File: config.mk
export PLATFORM = sky130hd
export DESIGN_NAME = logic_func_pipe
export DESIGN_NICKNAME = d
export VERILOG_FILES = /design/src/rtl/logic_func_pipe.sv
export SDC_FILE = /design/constraint.sdc
export NUM_CORES = 1
export LEC_CHECK = 0
export CAP_MARGIN = 0
export CORE_ASPECT_RATIO = 1.5
export CORE_MARGIN = 4
export CORE_UTILIZATION = 54
export CTS_CLUSTER_DIAMETER = 120
export CTS_CLUSTER_SIZE = 20
export DETAILED_ROUTE_END_ITERATION = 7
export MAX_ROUTING_LAYER = met4
export PLACE_DENSITY = 0.85
export SLEW_MARGIN = 30
export SYNTH_ARGS = -nofsm -noshare
export SYNTH_HDL_FRONTEND = slang
export SYNTH_SLANG_ARGS = --single-unit
File: constraint.sdc
create_clock -name clk -period 2.6 [get_ports clk]
set_clock_uncertainty 0.2 [all_clocks]
set_input_delay 0.39 -clock clk [delete_from_list [all_inputs] [get_ports clk]]
set_output_delay 0.39 -clock clk [all_outputs]
set_load 0.02 [all_outputs]
File: src/rtl/logic_func_pipe.sv
// Multi-channel bitwise logic unit (AND/OR/XOR/MAJ) behind a 2-stage valid/ready pipeline.
// Optional output-transfer statistics counter enabled by defining LFP_STAT_EN.
package rtl_pkg;
    localparam int DW = 8;
endpackage

module logic_func_pipe #(
    parameter int DW   = rtl_pkg::DW,
    parameter int NCH  = 3,
    parameter int CNTW = 16
) (
    input  logic              clk,
    input  logic              rst,
    input  logic              in_valid,
    output logic              in_ready,
    input  logic [NCH*DW-1:0] in_data,
    input  logic [1:0]        in_mode,
    output logic              out_valid,
    input  logic              out_ready,
    output logic [DW-1:0]     out_data
`ifdef LFP_STAT_EN
    ,
    output logic [CNTW-1:0]   stat_cnt
`endif
);

    localparam logic [1:0] MODE_AND = 2'b00;
    localparam logic [1:0] MODE_OR  = 2'b01;
    localparam logic [1:0] MODE_XOR = 2'b10;
    localparam logic [1:0] MODE_MAJ = 2'b11;

    // Per bit position, count the ones across channels and derive all four functions from that count.
    function automatic logic [DW-1:0] lf_eval(input logic [NCH*DW-1:0] d, input logic [1:0] m);
        logic [DW-1:0] r;
        int            ones;
        r = '0;
        for (int i = 0; i < DW; i++) begin
            ones = 0;
            for (int k = 0; k < NCH; k++) begin
                ones = ones + int'(d[k*DW+i]);
            end
            case (m)
                MODE_AND: r[i] = (ones == NCH);
                MODE_OR:  r[i] = (ones != 0);
                MODE_XOR: r[i] = ones[0];
                MODE_MAJ: r[i] = (ones > (NCH / 2));
                default:  r[i] = 1'b0;
            endcase
        end
        return r;
    endfunction

    logic              s1_v_q, s1_v_d;
    logic [NCH*DW-1:0] s1_data_q, s1_data_d;
    logic [1:0]        s1_mode_q, s1_mode_d;
    logic              s2_v_q, s2_v_d;
    logic [DW-1:0]     s2_data_q, s2_data_d;
    logic              s2_take_s, s1_take_s, in_xfer_s, s1_adv_s;

    // Ready chain and next-state for both stages; data registers only move on a transfer or advance.
    always_comb begin
        s2_take_s = !s2_v_q || out_ready;
        s1_take_s = !s1_v_q || s2_take_s;
        in_xfer_s = in_valid && s1_take_s;
        s1_adv_s  = s1_v_q && s2_take_s;

        s1_v_d    = s1_v_q;
        s1_data_d = s1_data_q;
        s1_mode_d = s1_mode_q;
        s2_v_d    = s2_v_q;
        s2_data_d = s2_data_q;

        if (in_xfer_s) begin
            s1_v_d    = 1'b1;
            s1_data_d = in_data;
            s1_mode_d = in_mode;
        end else if (s1_adv_s) begin
            s1_v_d    = 1'b0;
        end else begin
            s1_v_d    = s1_v_q;
        end

        if (s1_adv_s) begin
            s2_v_d    = 1'b1;
            s2_data_d = lf_eval(s1_data_q, s1_mode_q);
        end else begin
            s2_v_d    = s2_v_q && !out_ready;
        end
    end

    // Pipeline state registers.
    always_ff @(posedge clk or posedge rst) begin
        if (rst) begin
            s1_v_q    <= 1'b0;
            s1_data_q <= '0;
            s1_mode_q <= 2'b00;
            s2_v_q    <= 1'b0;
            s2_data_q <= '0;
        end else begin
            s1_v_q    <= s1_v_d;
            s1_data_q <= s1_data_d;
            s1_mode_q <= s1_mode_d;
            s2_v_q    <= s2_v_d;
            s2_data_q <= s2_data_d;
        end
    end

    assign in_ready  = s1_take_s;
    assign out_valid = s2_v_q;
    assign out_data  = s2_data_q;

`ifdef LFP_STAT_EN
    logic [CNTW-1:0] cnt_q, cnt_d;

    // Saturating count of output transfers.
    always_comb begin
        cnt_d = cnt_q;
        if (s2_v_q && out_ready && (cnt_q != {CNTW{1'b1}})) begin
            cnt_d = cnt_q + {{(CNTW-1){1'b0}}, 1'b1};
        end else begin
            cnt_d = cnt_q;
        end
    end

    // Statistics counter register.
    always_ff @(posedge clk or posedge rst) begin
        if (rst) begin
            cnt_q <= '0;
        end else begin
            cnt_q <= cnt_d;
        end
    end

    assign stat_cnt = cnt_q;
`endif

endmodule

; ---- Word-level counts from Yosys, hierarchy flattened
; Index checks and enable logic that the tools add are counted.
[totals]
in_bits = 30
elab_cells = 69
reg_bits = 36
[op_classes]
n_mux = 11
n_eq_ne = 11
add_sub_neg = 16
order_cmp = 8
reduce_logical = 18
[op_table]
columns = operator, count
row1 = nonzero test 32 bit, 8
row2 = case mux 1 bit (4 select lines), 8
row3 = adder 2 x 1 -> 3 bit, 8
row4 = == test 3 x 2 -> 1 bit (second input constant), 8
row5 = greater-than comparator 3 x 1 -> 1 bit (second input constant), 8
row6 = adder 1 x 1 -> 2 bit, 8
row7 = == test 2 bit (second input constant), 2
row8 = logical AND 1 bit, 3
row9 = zero test 1 bit, 3
row10 = 2-to-1 mux 1 bit, 3
row11 = == test 2 x 1 -> 1 bit (second input constant), 1
row12 = zero test 2 bit, 1
row13 = logical OR 1 bit, 2
row14 = nonzero test 2 bit, 1

; ---- Depth between registers and ports, before layout
; Gate-level depths: netlist (run 1).
[logic_depth]
depth_word = 5
depth_mapped = 5

; ---- Worst setup path after synthesis (run 1)
; No wires, ideal clock.
[synth_path]
path_type = input to register
from = input out_ready
to = register s1_data_q[0]
setup_ps = 127
t_arrival_ps = 1331
path_slack_ps = 942
required_time_ps = 2273
cell_stages = 4
path_buffers = 1
cell_sequence = nand3b_2 > nand2_4 > buf_6 > mux2_1
[synth_via]
elab_chain_cells = 3
[synth_lines]
columns = item, line
row1 = "start, declared", 19  ; input logic out_ready,
row2 = logical OR 1 bit, 62  ; s2_take_s = !s2_v_q || out_ready;
row3 = logical OR 1 bit, 63  ; s1_take_s = !s1_v_q || s2_take_s;
row4 = logical AND 1 bit, 64  ; in_xfer_s = in_valid && s1_take_s;
row5 = "end signal, assigned", 101  ; s1_data_q <= s1_data_d;
row6 = "end, declared", 54  ; logic [NCH*DW-1:0] s1_data_q, s1_data_d;
; No other way between the ends.
; A chain may end at the register's enable or synchronous reset.

; ---- Worst setup path in the final report (run 1)
[layout_path]
from = input out_ready
to = output in_ready
[layout_via]
elab_chain_cells = 2
[layout_lines]
columns = item, line
row1 = logical OR 1 bit, 62
row2 = logical OR 1 bit, 63
row3 = "end, declared", 15  ; output logic in_ready,
; No other way between the ends.

==> results of run 1 <==
## power groups by stage
stage | registers [mW] | clock network (mW) | logic [mW]
floorplan | 0.816 | 0 | 0.327
global placement | 0.764 | 0 | 0.595
detailed placement | 0.769 | 0 | 0.617
CTS | 0.761 | 0.418 | 0.623
global route | 0.772 | 0.445 | 0.676
finish | 0.758 | 0.407 | 0.613
## logic make-up after synthesis
family                   after synthesis  synth area share
flip-flops                            36            0.5010
buffers and inverters                 33           0.08002
multiplexers                          31            0.2046
AO/OA/AOI/OAI                         17           0.06263
AND/OR/NAND/NOR                       15           0.05777
adder cells (fa/ha/maj)                8           0.08907
XOR/XNOR                               1          0.004872
## critical path, stage by stage
cell             delay, ns
clkdlybuf4s50_1       0.47
nand3b_2              0.16
clkdlybuf4s50_1       0.62
## through the flow
stage	worst slack [ns]	total power, mW	cells
floorplan	0.9416	1.144	141
global placement	0.3795	1.359	217
detailed placement	0.3645	1.386	217
CTS	0.3608	1.802	225
global route	0.3196	1.892	225
finish	0.3661	1.778	225
## layout by cell type, fill, tap and decap left out
cell / instances
a21oi_1: 3
mux2_1: 26
fa_1: 8
or2_2: 1
dfrtp_1: 36
nor2b_1: 1
o31ai_1: 3
nand3b_2: 1
and2_1: 1
mux2_4: 5
xnor2_1: 1
clkdlybuf4s50_1: 39
clkbuf_1: 2
buf_4: 1
inv_1: 29
nand2_4: 1
o21ai_0: 3
clkbuf_8: 6
o21a_1: 3
nand2b_1: 10
a22oi_1: 5
## metal layers
layer	vias up	routed length [um]
met4	0	62
met2	25	1868
li1	535	-
met3	7	151
met1	569	1135
met5	-	0
## worst paths after layout
check / startpoint / to / slack, ns / depth (start not counted)
worst min register to register: s1_data_q[2]$_DFFE_PP0P_ / s1_data_q[2]$_DFFE_PP0P_ / 0.29 / 1
worst max-delay path: out_ready / in_ready / 0.37 / 3
min in group clk: s1_data_q[2]$_DFFE_PP0P_ / s1_data_q[2]$_DFFE_PP0P_ / 0.29 / 1
worst max register to register: out_valid$_DFF_PP0_ / out_data[5]$_DFFE_PP0P_ / 0.88 / 3
worst min-delay path: rst / s1_data_q[8]$_DFFE_PP0P_ / 0.29 / 3
max in group asynchronous: rst / out_data[5]$_DFFE_PP0P_ / 1.57 / 3
## layout make-up
cell class / instances / area (sq um)
sequential: 36 / 900.9
fill: 235 / 889.6
inverter: 29 / 108.9
clock buffer: 8 / 90.09
multi-input combinational: 72 / 753.2
timing repair buffer: 40 / 397.9
tap: 40 / 50.05
## state kept, by name, indices dropped and copies added, names as in the netlist
signal and cells:
out_valid 1, out_data 8, s1_data_q 24, s1_v_q 1
s1_mode_q 2
==> metrics.txt, run 1 <==
outcome completed; most congested layer reported by global routing met2; Critical Path AT 1.64 ns; post-layout min period 2.234 ns; DR vias 1136; area of the core 0.003191 sq mm; Internal Pwr Total 1.233 mW; most frequent cell after synthesis dfrtp_1; CTS buffer count 5; Syn Area/Cell 12.75 sq um; Main synth FF type dfrtp_1; clk buf depth 2; share of flip-flops with an asynchronous set or reset 1.000; post-cts resize count 0; hpwl dp 2.430 mm; die area 0.004336 sq mm; Netlist cell types 20; Sequential Power Share 0.426; post-route design area 0.002301 sq mm; largest net degree at the start of global routing 37; Yosys reg bits 36; final core utilization 0.7212; top post-synthesis cells by count 36 x dfrtp_1, 29 x inv_1, 26 x mux2_1; hold_buf cts 0; Net Sw Power 544.2 uW; final hold vios 0; clock-pin slew on the worst setup and hold paths 0.07 ns; Post-synth EDFFs 0; cell accounting for the most synthesized area dfrtp_1; DIE WIDTH 55.12 um; met3 Usage GRT 0.05693; Mapped Nets 179; max_slew headroom 0.6902; RSZ-0062 raised after global routing no; H-Tree Depth 2; CP max FO 3; PortBufs 39; antenna viol nets, final 0; Seq/Total Area, Yosys 0.5010; initial drt markers 20; setup repair bufs after CTS 0; GR Util All Layers 0.1843; TritonRoute pass-1 iters 4; wire length per cell 14.30 um; drt drc 0; worst skew pair latency 0.29 ns; Layout area overhead 27.98%; layout cells sized above 1 0.08108; worst min path class in -> async; final WL 3.218 mm; CP Capture Type output port; Sw Ratio 0.3062; Boundary Pins 40; synthesized netlist cell count 141; Least-Margin Pin Slew 0.4614 ns; Pleak 1.067 nW; first-pass GRT wire length 5.395 mm; Sink Count 36; root buffer cell clkbuf_8; Setup-failing EPs final 0; DIE HEIGHT 78.67 um; post-synth top area share 0.5010; VDD IR-drop max 455.9 uV; CTS tree built; Max Freq 0.4476 GHz; power per cell area 772.5 mW/mm^2; mean number of vias per cell 5.049; max_cap viols 0; Initial Utilization 0.5635; total gr overflow 0; # rows 25; initial antenna violation count 0; synth warn 0; area of the mapped netlist 0.001798 sq mm; fin. max-slew vios 0; critical path type in -> out; Inserted Diodes 0; routability-driven placement congestion ratio 0.7152; CP required 2.01 ns; crit path launch type primary input; Hold WS 0.2907 ns; met1 Use GR 0.1810; Tcrit/Tclk final 0.8592; setup TNS 0 ns; Placed Area 0.002211 sq mm; nets@finish 222; ranking of synthesized cells by area dfrtp_1 50%, mux2_1 16%, fa_1 8.9%, inv_1 6.1%, mux2_4 4.2%; Comb pwr share 0.345; vias in the first global route 1238; clock share of power 0.229; M2 GR Usage 0.3211
Note: power is estimated with default switching activity, not from simulation.
==> inputs of run 2 (changes only) <==
--- a/config.mk
+++ b/config.mk
@@ -13,7 +13,7 @@
 export CTS_CLUSTER_SIZE = 20
 export DETAILED_ROUTE_END_ITERATION = 7
 export MAX_ROUTING_LAYER = met4
-export PLACE_DENSITY = 0.85
+export PLACE_DENSITY_LB_ADDON = 0.3
 export SLEW_MARGIN = 30
 export SYNTH_ARGS = -nofsm -noshare
 export SYNTH_HDL_FRONTEND = slang
==> metrics.txt, run 2 (synthesized netlist as in run 1, its figures left out) <==
TritonRoute pass-1 iters 4 (unchanged); Max Freq 0.4486 GHz (+0.22%); Sink Count 36 (unchanged); DP Worst Slack 0.3671 ns (+0.002594 ns); mean number of vias per cell 5.107 (+1.1%); clk buf depth 2 (unchanged); worst skew pair latency 0.29 ns (about the same); max_slew headroom 0.6629 (-0.02734); Setup-failing EPs final 0 (unchanged); Pleak 1.067 nW (unchanged); nets@finish 222 (unchanged); PortBufs 39 (unchanged); largest net degree at the start of global routing 37 (unchanged); Largest Register s1_data_q; area of the core 0.003191 sq mm (unchanged); hold path cells 1; CP Capture Type output port; reg2reg start s1_mode_q[0]$_DFFE_PP0P_; GR Util All Layers 0.1900 (+0.005719); vias in the first global route 1307 (+5.6%); Layout area overhead 27.98% (unchanged); Design Power 1.775 mW (-0.12%); DIE WIDTH 55.12 um (unchanged); Critical Path AT 1.64 ns (about the same); worst reg2reg path depth 3 (unchanged); Critical Path Sink in_ready; RR Endpoint out_data[5]$_DFFE_PP0P_; clock-pin slew on the worst setup and hold paths 0.07 ns (about the same); wire length per cell 14.68 um (+2.6%); CP startpoint out_ready; initial antenna violation count 0 (unchanged); setup repair bufs after CTS 0 (unchanged); antenna viol nets, final 0 (unchanged); # rows 25 (unchanged); crit path launch type primary input; hpwl dp 2.533 mm (+4.2%); CP max-delay cell clkdlybuf4s50_1; r2r setup slk 0.81 ns (-0.07 ns); initial drt markers 22 (+10%); Initial Utilization 0.5635 (unchanged); CTS buffer count 5 (unchanged); Boundary Pins 40 (unchanged); DR vias 1149 (+1.1%); outcome completed; Tcrit/Tclk final 0.8573 (-0.001908); leading cell types in the layout, fill and taps excluded 39 x clkdlybuf4s50_1, 36 x dfrtp_1, 29 x inv_1; CP Cell Sequence clkdlybuf4s50_1 -> nand3b_2 -> clkdlybuf4s50_1; worst min path class reg -> reg; VDD IR-drop max 518.0 uV (+14%); Largest register FFs 24 (unchanged); CTS tree built; commonest non-fill, non-tap cell in the layout clkdlybuf4s50_1; setup TNS 0 ns (unchanged); Least-Margin Pin Slew 0.5021 ns (+0.04072 ns); total gr overflow 0 (unchanged); CP max FO 3 (unchanged); max_cap viols 0 (unchanged); fin. max-slew vios 0 (unchanged); RSZ-0062 raised after global routing no; Hold WS 0.2920 ns (+0.001301 ns); H-Tree Depth 2 (unchanged); drt drc 0 (unchanged); post-cts resize count 0 (unchanged); first-pass GRT wire length 5.637 mm (+4.5%); die area 0.004336 sq mm (unchanged); Slowest Stage Delay on Critical Path 0.62 ns (about the same); CP required 2.01 ns (about the same); critical path type in -> out; power per cell area 771.6 mW/mm^2 (-0.12%); final worst slack 0.3711 ns (+0.004962 ns); post-layout min period 2.229 ns (-0.004962 ns); root buffer cell clkbuf_8; routability-driven placement congestion ratio 0.6970 (-2.5%); Inserted Diodes 0 (unchanged); most frequent CP cell clkdlybuf4s50_1; final WL 3.303 mm (+2.6%); hold_buf cts 0 (unchanged); final hold vios 0 (unchanged); DIE HEIGHT 78.67 um (unchanged); layout cells sized above 1 0.08108 (unchanged)
## run 2: worst min-delay path by stage
| stage | start | end | slack [ns] |
|---|---|---|---|
| 2_1_floorplan | s1_data_q[17]$_DFFE_PP0P_ | s1_data_q[17]$_DFFE_PP0P_ | 0.26 |
| 3_3_place_gp | s1_data_q[20]$_DFFE_PP0P_ | s1_data_q[20]$_DFFE_PP0P_ | 0.27 |
| 3_5_place_dp | s1_data_q[0]$_DFFE_PP0P_ | s1_data_q[0]$_DFFE_PP0P_ | 0.28 |
| 4_1_cts | s1_data_q[0]$_DFFE_PP0P_ | s1_data_q[0]$_DFFE_PP0P_ | 0.30 |
| 5_1_grt | s1_data_q[2]$_DFFE_PP0P_ | s1_data_q[2]$_DFFE_PP0P_ | 0.32 |
| 6_report | s1_data_q[0]$_DFFE_PP0P_ | s1_data_q[0]$_DFFE_PP0P_ | 0.29 |
## run 2: report_power, final
part	internal [mW]	switching, mW	total (mW)	leakage, nW
sequential	0.680	0.0787	0.759	0.421
combinational	0.338	0.279	0.617	0.600
clock	0.216	0.183	0.399	0.0455
total	1.23	0.541	1.78	1.07
## run 2: layout make-up
type                       instances  area (sq um)
sequential                        36         900.9
fill                             237         889.6
multi-input combinational         72         753.2
timing repair buffer              40         397.9
inverter                          29         108.9
clock buffer                       8         90.09
tap                               40         50.05
## run 2: critical path, delay by kind of cell
kind | cells | cell delay, ns
buffers and inverters | 2 | 1.09
and+or+nand+nor | 1 | 0.16
## run 2: through the flow
stage / utilization / cells / instance area, sq um
after detailed placement: 0.6929 / 217 / 2211
after global routing: 0.7212 / 225 / 2301
after CTS: 0.7212 / 225 / 2301
final: 0.7212 / 225 / 2301
after floorplan: - / 141 / 1798
after global placement: 0.6929 / 217 / 2211
## run 2: routing by layer
layer	GRT usage	share of wire	up-vias
li1	-	-	537
met1	0.1869	0.35	576
met2	0.3365	0.59	30
met3	0.05123	0.042	6
met4	0.07299	0.018	0
met5	-	0	-
==> edit 1: new RTL, flow settings as in run 2 <==
Take the reset off `s2_data_q` and load it in a clocked block of its own.
--- a/src/rtl/logic_func_pipe.sv
+++ b/src/rtl/logic_func_pipe.sv
@@ -95,14 +95,16 @@
             s1_data_q <= '0;
             s1_mode_q <= 2'b00;
             s2_v_q    <= 1'b0;
-            s2_data_q <= '0;
         end else begin
             s1_v_q    <= s1_v_d;
             s1_data_q <= s1_data_d;
             s1_mode_q <= s1_mode_d;
             s2_v_q    <= s2_v_d;
-            s2_data_q <= s2_data_d;
         end
+    end
+
+    always_ff @(posedge clk) begin
+        s2_data_q <= s2_data_d;
     end
 
     assign in_ready  = s1_take_s;
Check against the original RTL: differs if rst is asserted again (counterexample within 4 cycles, from zero or initial values and one cycle with rst high); with rst held inactive, the same outputs for 10 cycles.
==> edit 1 against run 2 <==
- combinational power decreased by 9.4%
- setup slack got worse by 0.12 ns
- sequential cell count unchanged
- cell area increased by 19%
- count of clock-buffer cells in the layout is 2 lower
- routed wire length increased by 41%
- worst hold slack worse by 0.023 ns
- synthesized area up 24%
- critical endpoint unchanged
- power up 2.1%
==> edit 1: results (changes against run 2) <==
outcome=completed; ys async rst share=0.778 (-0.222); final wirelength=4660 um (+41%); first-pass GRT wire length=7930 um (+41%); estimated wirelength of the detail-placed design=3030 um (+20%); HP Class=input port to asynchronous set/reset pin; Area contributors post-synth=dfrtp_1 32%, edfxtp_1 11%, o211ai_2 11%; Largest stage delay, worst path=0.59 ns (-0.03 ns); mux share of post-synthesis cell area=0 (-0.205); CP max FO=2 (-1); arrival time worst endpoint=1.76 ns (+0.12 ns); RePlAce Congestion=0.735 (+5.5%); Post-CTS Resized=0 (unchanged); vias per cell=5.70 (+12%); Lkg Pwr=1.15 nW (+7.4%); DRT iter0 DRCs=68 (+210%); area fraction in compound gates after synthesis=0.155 (+0.0923); Cells after Synth=214 (+52%); Synth Area in XOR/XNOR=0.00394 (-0.000928); syn_nets=252 (+41%); number of flops mapped to enable cells by yosys=8 (+8); placed inst area=2620 sq um (+19%); Max VDD drop=0.648 mV (+25%); pre-CTS setup slack=0.233 ns (-0.134 ns); register area share after synthesis=0.424 (-0.0774); Slew Limit Headroom=0.714 (+0.0513); Placed Cells=287 (+32%); layout cells sized above 1=0.136 (+0.0549); vias in the first global route=1706 (+31%); adder-cell share of the synthesized area=0.0721 (-0.0170)
[edit 1: changes by cell type in the layout (fill, tap and decap cells not counted), sizes merged, moves of 4 or more]
| cell | before | now |
|---|---|---|
| nor2b | 1 | 5 |
| nand4b | 0 | 26 |
| o211ai | 0 | 26 |
| nand2 | 1 | 26 |
| nand2b | 10 | 31 |
| edfxtp | 0 | 8 |
| mux2 | 31 | 0 |
| o22ai | 0 | 5 |
| dfrtp | 36 | 28 |
| buf | 1 | 7 |
[edit 1: metal layers]
metal / GRT usage / share of wire / wire (um) / vias to the layer above
met3: 0.0313 / 0.057 / 264 / 13
met5: - / 0 / 0 / -
met2: 0.327 / 0.53 / 2440 / 63
met4: 0.0847 / 0.026 / 119 / 0
met1: 0.265 / 0.39 / 1830 / 804
li1: - / - / - / 802
[edit 1: worst max-delay path: cells and delay by family]
kind / cells / cell delay, ns
simple gates: 1 / 0.22
buf+inv: 3 / 1.14
[edit 1: report_power, final]
group	switching, mW	internal (mW)	leakage, nW
Clock	0.202	0.285	0.0552
Sequential	0.0715	0.697	0.412
Combinational	0.280	0.278	0.679
[edit 1: final timing paths]
kind	cells after the start	endpoint	slack, ns	start
setup / recovery	4	in_ready	0.25	out_ready
hold / removal	3	s1_data_q[4]	0.27	rst
setup reg to reg	4	out_data[3]	0.92	s1_data_q[3]
hold reg to reg	2	s1_data_q[16]	0.33	s1_data_q[16]
max in group asynchronous	3	s1_data_q[18]	1.65	rst
min in group clk	2	s1_data_q[16]	0.33	s1_data_q[16]
[edit 1: layout make-up]
class,count,area [sq um]
clock buffers,6,72.6
flip-flops and latches,36,941
inverters,26,97.6
repair buffers,46,443
clock inverters,2,35.0
fillers,312,1230
multi-input cells,134,1080
well taps,45,56.3
[edit 1: kinds of logic (layout without fill, tap and decap cells)]
logic type | count (synthesis) | count (layout)
and+or+nand+nor | 91 | 91
DFF | 36 | 36
buffers and inverters | 44 | 80
adders and majority gates | 8 | 8
xor gates and xnor gates | 1 | 1
AOI/OAI and AO/OA | 34 | 34
==> edit 2: new RTL, settings of run 2 <==
Made on the original files. Add a define of `LFP_STAT_EN`.
--- a/src/rtl/logic_func_pipe.sv
+++ b/src/rtl/logic_func_pipe.sv
@@ -1,5 +1,7 @@
 // Multi-channel bitwise logic unit (AND/OR/XOR/MAJ) behind a 2-stage valid/ready pipeline.
 // Optional output-transfer statistics counter enabled by defining LFP_STAT_EN.
+`define LFP_STAT_EN
+
 package rtl_pkg;
     localparam int DW = 8;
 endpackage
Function (old outputs only; new: stat_cnt): kept (Yosys induction, for registers that start in step).
==> edit 2 against run 2 <==
- routed wire length grew 41%
- largest cell class unchanged
- setup slack lost 0.12 ns
- synthesized cell count grew 52%
- synthesized area grew 43%
- power grew 38%
- sequential cell count grew 16
- first-iteration DRC count grew to 3.7 times the old value
- cell area grew 44%
==> edit 2: results (changes against run 2) <==
wire per inst=13.7 um (-6.7%); R2R Setup Slk=0.70 ns (-0.11 ns); register area share after synthesis=0.505 (+0.00430); Synth Area in XOR/XNOR=0.0442 (+0.0393); Placed Cells=331 (+53%); Layout area overhead=29.0%; DRT iter0 DRCs=81 (+270%); worst hold path startpoint=out_data[0]; estimated wirelength of the detail-placed design=3430 um (+36%); layout cells sized above 1=0.182 (+0.101); outcome=completed; final wirelength=4640 um (+41%); Critical R2R Launch=stat_cnt[0]; first-pass GRT wire length=8380 um (+49%); placed inst area=3210 sq um (+45%); Fill cells=362 (+53%); adder-cell share of the synthesized area=0.0671 (-0.0220); vias per cell=5.15 (+0.80%); Max VDD drop=0.509 mV (-1.8%); Worst Max-Slew Pin Slew=0.651 ns (+0.148 ns); largest net degree at the start of global routing=53 (+43%); post-synth cell types=35 (+75%); mux share of post-synthesis cell area=0.124 (-0.0807); list of most frequent post-synthesis cells=52 x dfrtp_1, 27 x inv_1, 27 x mux2_2, 12 x o21ai_0, 12 x xor2_1; final hold slack=0.282 ns (-0.0101 ns); Register-to-Register Path Depth=5 (+2); RePlAce Congestion=0.796 (+14%); RR Endpoint=stat_cnt[11]; vias in the first global route=1909 (+46%); Hold Crit Depth=2 (+1); Cells after Synth=214 (+52%); area fraction in compound gates after synthesis=0.0607 (-0.00189); NumNets Final=313 (+41%); port bufs=55 (+41%); clock-pin slew of the registers on the worst-case setup and hold paths=0.09 ns (+0.02 ns); CP max FO=6 (+3); Total GRT Usage=0.186 (-0.00403)
-- edit 2: changes by cell type after synthesis, moves of 9 or more --
cell and change:
mux2_1 -26, nand2_1 +11, xor2_1 +12, dfrtp_1 +16
mux2_2 +27, o21ai_0 +9
-- edit 2: worst max path at each step --
stage	from	to	slack (ns)	depth (start not counted)
final	out_ready	in_ready	0.25	3
after CTS	out_ready	in_ready	0.25	3
after global routing	out_ready	in_ready	0.21	3
after global placement	out_ready	in_ready	0.28	3
after detailed placement	out_ready	in_ready	0.26	3
after floorplan	out_valid	s1_data_q[0]	0.66	4
-- edit 2: kinds of logic after synthesis --
logic type / count (synthesis)
AND/OR/NAND/NOR: 55
buffers and inverters: 31
adder cells (fa/ha/maj): 9
AO/OA/AOI/OAI: 26
flip-flops: 52
XOR/XNOR: 13
multiplexers: 28
-- edit 2: power by group --
part | switching [mW] | internal (mW)
clock | 0.251 | 0.286
combinational | 0.391 | 0.425
sequential | 0.134 | 0.967
-- edit 2: area by class of cell --
type | instances | share of cell area
Clock buffer | 6 | 0.0218
Timing Repair Buffer | 57 | 0.174
Multi-Input combinational cell | 131 | 0.347
Clock inverter | 2 | 0.0105
Tap cell | 64 | 0.0241
Sequential cell | 52 | 0.392
Inverter | 27 | 0.0305
-- edit 2: metrics by stage --
step / power (mW) / setup WS [ns]
4_1_cts: 2.49 / 0.251
5_1_grt: 2.64 / 0.208
3_3_place_gp: 1.92 / 0.278
6_report: 2.45 / 0.252
3_5_place_dp: 1.94 / 0.263
2_1_floorplan: 1.59 / 0.658
-- edit 2: worst max-delay path, cell delays in order --
cell and delay (ns):
clkdlybuf4s50_1 0.55, nand3b_1 0.19, clkdlybuf4s50_1 0.63
-- edit 2: layer usage --
| layer | GRT usage | routed length (um) |
|---|---|---|
| met5 | - | 0 |
| met3 | 0.0498 | 182 |
| met1 | 0.212 | 1980 |
| met4 | 0.0917 | 67 |
| met2 | 0.302 | 2420 |
